<file path="src/rtl/bbox_multi.sv">
// bbox_multi: per-channel mask bounding boxes and pixel counts, reported once per frame
//   in : clk, rst (sync, active-high), de, hsync (unused), vsync (active-high), mask[N_CH]
//   out: left/right/up/down (COORD_W per channel), count (CNT_W per channel),
//        valid[N_CH], frame_done (one-cycle pulse when results update)
module bbox_multi #(
  parameter int IMG_W   = 1280,
  parameter int IMG_H   = 720,
  parameter int COORD_W = 11,
  parameter int N_CH    = 4,
  parameter int CNT_W   = 21,
  parameter int MIN_PIX = 16
) (
  input  logic                     clk,
  input  logic                     rst,
  input  logic                     de,
  input  logic                     hsync,
  input  logic                     vsync,
  input  logic [N_CH-1:0]          mask,
  output logic [N_CH*COORD_W-1:0]  left,
  output logic [N_CH*COORD_W-1:0]  right,
  output logic [N_CH*COORD_W-1:0]  up,
  output logic [N_CH*COORD_W-1:0]  down,
  output logic [N_CH*CNT_W-1:0]    count,
  output logic [N_CH-1:0]          valid,
  output logic                     frame_done
);
  localparam logic [COORD_W-1:0] X_MAX   = COORD_W'(IMG_W - 1);
  localparam logic [COORD_W-1:0] Y_MAX   = COORD_W'(IMG_H - 1);
  localparam logic [CNT_W-1:0]   MIN_CNT = CNT_W'(MIN_PIX);
  logic [COORD_W-1:0] x_q, x_d, y_q, y_d;
  logic prev_de_q, prev_vs_q, fd_q;
  logic [N_CH-1:0][COORD_W-1:0] al_q, al_d, ar_q, ar_d, au_q, au_d, ad_q, ad_d;
  logic [N_CH-1:0][COORD_W-1:0] rl_q, rl_d, rr_q, rr_d, ru_q, ru_d, rd_q, rd_d;
  logic [N_CH-1:0][CNT_W-1:0] ac_q, ac_d, rc_q, rc_d;
  logic [N_CH-1:0] val_q, val_d, hit;
  logic eof, pix, line_end, unused_hsync;
  assign unused_hsync = hsync;
  assign eof      = !prev_vs_q && vsync;
  assign pix      = de && !vsync;
  assign line_end = !vsync && !de && prev_de_q;
  assign hit      = mask & {N_CH{pix}};
  assign left  = rl_q;
  assign right = rr_q;
  assign up    = ru_q;
  assign down  = rd_q;
  assign count = rc_q;
  assign valid = val_q;
  assign frame_done = fd_q;
  always_comb begin
    x_d = (vsync || line_end) ? '0 : (de && x_q != X_MAX) ? x_q + 1'b1 : x_q;
    y_d = vsync ? '0 : (line_end && y_q != Y_MAX) ? y_q + 1'b1 : y_q;
    al_d = al_q; ar_d = ar_q; au_d = au_q; ad_d = ad_q; ac_d = ac_q;
    rl_d = rl_q; rr_d = rr_q; ru_d = ru_q; rd_d = rd_q; rc_d = rc_q; val_d = val_q;
    for (int k = 0; k < N_CH; k++) begin
      // vsync gates accumulation, so eof and a pixel hit never coincide
      al_d[k] = eof ? '1 : (hit[k] && x_q < al_q[k]) ? x_q : al_q[k];
      ar_d[k] = eof ? '0 : (hit[k] && x_q > ar_q[k]) ? x_q : ar_q[k];
      au_d[k] = eof ? '1 : (hit[k] && y_q < au_q[k]) ? y_q : au_q[k];
      ad_d[k] = eof ? '0 : (hit[k] && y_q > ad_q[k]) ? y_q : ad_q[k];
      ac_d[k] = eof ? '0 : (hit[k] && !(&ac_q[k])) ? ac_q[k] + 1'b1 : ac_q[k];
      // an empty channel reports zeros rather than the min/max sentinels
      rl_d[k]  = eof ? ((ac_q[k] != '0) ? al_q[k] : '0) : rl_q[k];
      rr_d[k]  = eof ? ((ac_q[k] != '0) ? ar_q[k] : '0) : rr_q[k];
      ru_d[k]  = eof ? ((ac_q[k] != '0) ? au_q[k] : '0) : ru_q[k];
      rd_d[k]  = eof ? ((ac_q[k] != '0) ? ad_q[k] : '0) : rd_q[k];
      rc_d[k]  = eof ? ac_q[k] : rc_q[k];
      val_d[k] = eof ? (ac_q[k] != '0 && ac_q[k] >= MIN_CNT) : val_q[k];
    end
  end
  always_ff @(posedge clk) begin
    if (rst) begin
      x_q <= '0;
      y_q <= '0;
      prev_de_q <= 1'b0;
      prev_vs_q <= 1'b1;
      al_q <= '1;
      ar_q <= '0;
      au_q <= '1;
      ad_q <= '0;
      ac_q <= '0;
      rl_q <= '0;
      rr_q <= '0;
      ru_q <= '0;
      rd_q <= '0;
      rc_q <= '0;
      val_q <= '0;
      fd_q <= 1'b0;
    end else begin
      x_q <= x_d;
      y_q <= y_d;
      prev_de_q <= de;
      prev_vs_q <= vsync;
      al_q <= al_d;
      ar_q <= ar_d;
      au_q <= au_d;
      ad_q <= ad_d;
      ac_q <= ac_d;
      rl_q <= rl_d;
      rr_q <= rr_d;
      ru_q <= ru_d;
      rd_q <= rd_d;
      rc_q <= rc_d;
      val_q <= val_d;
      fd_q <= eof;
    end
  end
endmodule

</file>
<file path="config.mk">
export PLATFORM = sky130hd
export DESIGN_NAME = bbox_multi
export DESIGN_NICKNAME = d
export VERILOG_FILES = /design/src/rtl/bbox_multi.sv
export SDC_FILE = /design/constraint.sdc
export NUM_CORES = 1
export LEC_CHECK = 0
export CAP_MARGIN = 10
export CORE_UTILIZATION = 40
export DETAILED_ROUTE_END_ITERATION = 12
export HOLD_SLACK_MARGIN = 0.05
export SLEW_MARGIN = 25
export SYNTH_ARGS = -nofsm -noshare
export SYNTH_HDL_FRONTEND = slang
export SYNTH_SLANG_ARGS = --single-unit
</file>
<file path="constraint.sdc">
create_clock -name clk -period 5.9 [get_ports clk]
set_input_delay 0.59 -clock clk [delete_from_list [all_inputs] [get_ports clk]]
set_output_delay 0.59 -clock clk [all_outputs]
set_load 0.02 [all_outputs]
</file>
Word-level counts from Yosys, hierarchy flattened. Cells that the tools add are included.

Input port bits: 9. Logic and storage cells: 140. Output and inout bits: 265. Register bits after elaboration: 549.

Magnitude comparators: 20. $add $sub $neg: 6. Eq/ne operators: 2. Reduce and logical (&&, ||, !) cells: 49. Muxes and demuxes: 16. Bitwise operators: 1.

Operator list (count): 11-bit two-way mux (16); 11-bit greater-than comparator (8); 11-bit less-than comparator (8); 21-bit by 1-bit adder with 21-bit output (second input constant) (4); 21-bit by 5-bit >= comparator with 1-bit output (second input constant) (4); 21-bit AND reduction (4); 21-bit nonzero test (4); 1-bit logical AND (30); 11-bit by 1-bit adder with 11-bit output (second input constant) (2); 11-bit by 10-bit != test with 1-bit output (second input constant) (1); 11-bit != test (second input constant) (1); 1-bit zero test (7); 2-bit OR reduction (3); 4-bit bitwise AND (1); 1-bit logical OR (1).

Logic depth before layout (Yosys ltp).
Depth in word-level cells: 5. Depth in mapped cells: 9.

Least setup slack after synthesis. Ideal clock, no wire load.

Kind: register to register. From: register x_q[4]. To: register ar_q[33] (netlist bit). Cell stages (with the launch flop): 8. Clock period less this slack: 2.133 ns. Library setup time: 0.072 ns. Data required time: 5.828 ns. Setup slack: 3.767 ns. Arrival: 2.061 ns. Cells stage by stage: dfxtp_1 > ha_1 > a21o_1 > nand3_1 > a21oi_1 > o41ai_1 > buf_2 > mux2i_1.

Word-level cells in the longest chain between the ends: 2.

RTL lines: from (decl) (RTL line 30) `logic [COORD_W-1:0] x_q, x_d, y_q, y_d;`; from (signal assigned) (RTL line 72) `x_q <= '0;`; from (signal assigned) (RTL line 89) `x_q <= x_d;`; 11-bit greater-than comparator (RTL line 57) `ar_d[k] = eof ? '0 : (hit[k] && x_q > ar_q[k]) ? x_q : ar_q[k];`; 1-bit logical AND (RTL line 57); to (signal assigned) (RTL line 94) `ar_q <= ar_d;`; to (decl) (RTL line 32) `logic [N_CH-1:0][COORD_W-1:0] al_q, al_d, ar_q, ar_d, au_q, au_d, ad_q, ad_d;`.

Every way passes these cells. A chain may end at the register's enable or synchronous reset.

Worst setup path in the final report.
From: register x_q[4]. To: register ar_q[43] (netlist bit).

The elaborated chain is that of the path after synthesis.

==> run_results.csv <==
group,metric,value,unit
status,outcome,"complete, but fails checks",
status,violations,"design-rule violations",
timing,rsz0062_at_grt,"false",
logic_synthesis,synth_xor_area_share,2.09,%
final_layout,most-common-layout-cells,"dfxtp_1, clkdlybuf4s50_1, a22o_1",
critical_path,critical_path_class,"register to register",
clock_tree,cts_root_buf,"clkbuf_16",
timing,setup_viol_count_final,0,
logic_synthesis,synth_cell_types,72,
logic_synthesis,synth.area.top_cells,"dfxtp_1, ha_1, a22o_1, mux2i_1, nor2_1",
logic_synthesis,synth_area,23800,sq um
timing,clock_skew,0.0242,ns
placed_design,io_buffers,272,
clock_tree,cts_hold_buf,0,
logic_synthesis,yosysTopAreaCell,"dfxtp_1",
final_layout,area_growth,23.6,%
clock_tree,clk_pin_slew_worst_paths,0.06,ns
timing,timing.fmax,0.338,GHz
global_route,grt_max_degree,125,
clock_tree,clock_sinks,549,
final_layout,layout-drive-gt1-share,5.92,%
drt,wl,66500,microns
timing,tns,0,ns
logic_synthesis,synthArstFlopShare,0,%
critical_path,rrSetupSlack,2.94,ns
logic_synthesis,yosysWarnings,0,
pwr,power.density,274,nW/um^2
final_layout,final_common_cell,"dfxtp_1",
clock_tree,cts_resized,0,
clock_tree,cts_buffer_depth,3,
global_route,grtUsageTotal,21.5,%
logic_synthesis,synth.top_cell.area_share,46.1,%
floorplanning,die-area,60600,sq um
global_route,grt_first_pass_wirelength,103000,microns
clock_tree,clock_latency,0.62,ns
floorplanning,coreArea,58900,sq um
timing,hold_viol,0,
logic_synthesis,synth_simple_gate_area_share,13.6,%
timing,relSlewSlack,32.9,%
logic_synthesis,synth_fa_ha_area_share,9.34,%
global_route,grt_antenna_before_repair,2,
critical_path,crit_required,6.43,ns
clock_tree,cts_tree,"done",
timing,finalMaxSlewViolations,0,
pwr,max-vdd-ir-drop,217,uV
critical_path,cp-start-kind,"register",
final_layout,utilization,50.0,%
logic_synthesis,synth-compound-area-share,16.2,%
timing,worstMarginPinSlew,1.01,ns
logic_synthesis,syn_area_per_cell,9.73,sq um
logic_synthesis,postSynthNetCount,2637,
timing,finalCritPeriodShare,50.1,%
logic_synthesis,muxShareOfSynthArea,7.60,%
floorplanning,initial_core_util,40.5,%
timing,min_period,2.96,ns
final_layout,regArea,11000,sq um
drt,drt_iter0_markers,975,
logic_synthesis,synth-seq-cells,549,
clock_tree,htree_levels,2,
critical_path,worstSetupEndpointType,"register",
logic_synthesis,synth_edf_count,0,
drt,vias,18948,
critical_path,crit_arrival,3.49,ns
logic_synthesis,syn_inst,2450,
critical_path,critPathMaxFanout,13,
global_route,grt_pass1_vias,18584,
final_layout,final_nets,2876,
floorplanning,rows,89,
global_route,overflow,0,
floorplanning,io_pins,274,
logic_synthesis,synth_top_family_by_area,"compound AO/OA/AOI/OAI gates",
placed_design,dp_hpwl,46300,microns
job,drv_cap,0,
clock_tree,post_cts_buffers,0,
final_layout,antenna_cells,0,
final_layout,multi_input_area,11700,sq um
logic_synthesis,synth_ff_type,"dfxtp_1",
drt,wl_per_cell,19.0,microns
final_layout,nFillCells,5286,
clock_tree,numCtsBuffers,58,
logic_synthesis,ys_seq_area_share,46.1,%
drt,drc,2,
drt,dr.pass1.iters,9,
drt,vias_per_cell,5.40,
floorplanning,die_w,246,microns
placed_design,gp_congestion,0.877,
floorplanning,die_h,246,microns
pwr,power.leakage,12.9,nW
drt,final_antenna_net_count,0,
worst_hold_path,hp-class,"register to register",
[final timing paths]
kind / startpoint / endpoint / cells past startpoint
worst max-delay path: x_q[4]$_SDFFE_PP0P_ / ar_q[43]$_SDFFE_PP0P_ / 7
worst min-delay path: valid[2]$_SDFFE_PP0P_ / valid[2]$_SDFFE_PP0P_ / 2
worst max register to register: x_q[4]$_SDFFE_PP0P_ / ar_q[43]$_SDFFE_PP0P_ / 7
worst min register to register: valid[2]$_SDFFE_PP0P_ / valid[2]$_SDFFE_PP0P_ / 2
[through the flow]
stage / setup WS [ns] / hold WS [ns] / cells / power, mW / cell area [sq um]
final: 2.94 / 0.464 / 3510 / 8.08 / 29500
after global routing: 2.85 / 0.485 / 3510 / 8.34 / 29500
after CTS: 2.94 / 0.466 / 3509 / 8.17 / 29500
after detailed placement: 2.35 / 0.447 / 3401 / 4.16 / 27300
after global placement: 2.40 / 0.445 / 3401 / 4.15 / 27300
after floorplan: 3.77 / 0.447 / 2450 / 4.05 / 23800
[per-layer routing]
layer  part of all wire, %  vias to the layer above  wire (microns)  track usage (%)
met3                   4.5                      120            2990             4.01
met2                    47                      392           31100             36.1
met1                    46                     9177           30500             27.6
met4                   2.8                        4            1870             7.23
met5                 0.042                        -              28                0
li1                      -                     9255               -                -
[flip-flops by register name (all words and copies together) (netlist names)]
signal,cells
ac_q,84
ad_q,44
al_q,44
ar_q,44
au_q,44
count,84
down,44
frame_done,1
left,44
prev_de_q,1
prev_vs_q,1
right,44
up,44
valid,4
x_q,11
y_q,11
[cell families after synthesis]
family | Yosys count
AND/OR/NAND/NOR | 672
XOR/XNOR | 57
buffers and inverters | 307
flip-flops | 549
AO/OA/AOI/OAI | 506
adder cells (fa/ha/maj) | 178
multiplexers | 181
[where the power goes]
group          switching, mW  internal [mW]
Sequential            0.0397           3.75
Combinational          0.198         0.0938
Clock                   1.54           2.47
[cell type report]
cell class	instances	share of cell area, %
inverters	181	2.30
clock buffers	79	5.57
well taps	773	3.28
clock inverters	29	1.58
multi-input cells	1594	39.7
flip-flops and latches	549	37.3
repair buffers	305	10.3
[worst max-delay path: stages (launching register included)]
cell     delay [ns]
dfxtp_1        0.84
ha_1           0.37
a21o_1         0.16
nand3_1        0.08
a21oi_1        0.07
o41ai_2        0.83
buf_4          0.31
mux2i_1        0.21
[synthesized netlist by cell type (all sizes together) (16+ instances only)]
| master | n |
|---|---|
| a21o | 16 |
| a21oi | 80 |
| a22o | 248 |
| a31oi | 18 |
| and3 | 21 |
| and4 | 16 |
| buf | 46 |
| clkbuf | 80 |
| dfxtp | 549 |
| ha | 178 |
| inv | 181 |
| mux2i | 181 |
| nand2 | 209 |
| nand3 | 39 |
| nand4 | 45 |
| nor2 | 219 |
| nor2b | 16 |
| nor3 | 23 |
| nor4 | 24 |
| o211ai | 28 |
| o21ai | 53 |
| xnor2 | 26 |
| xor2 | 31 |
Note: power is estimated with default switching activity, not from simulation.
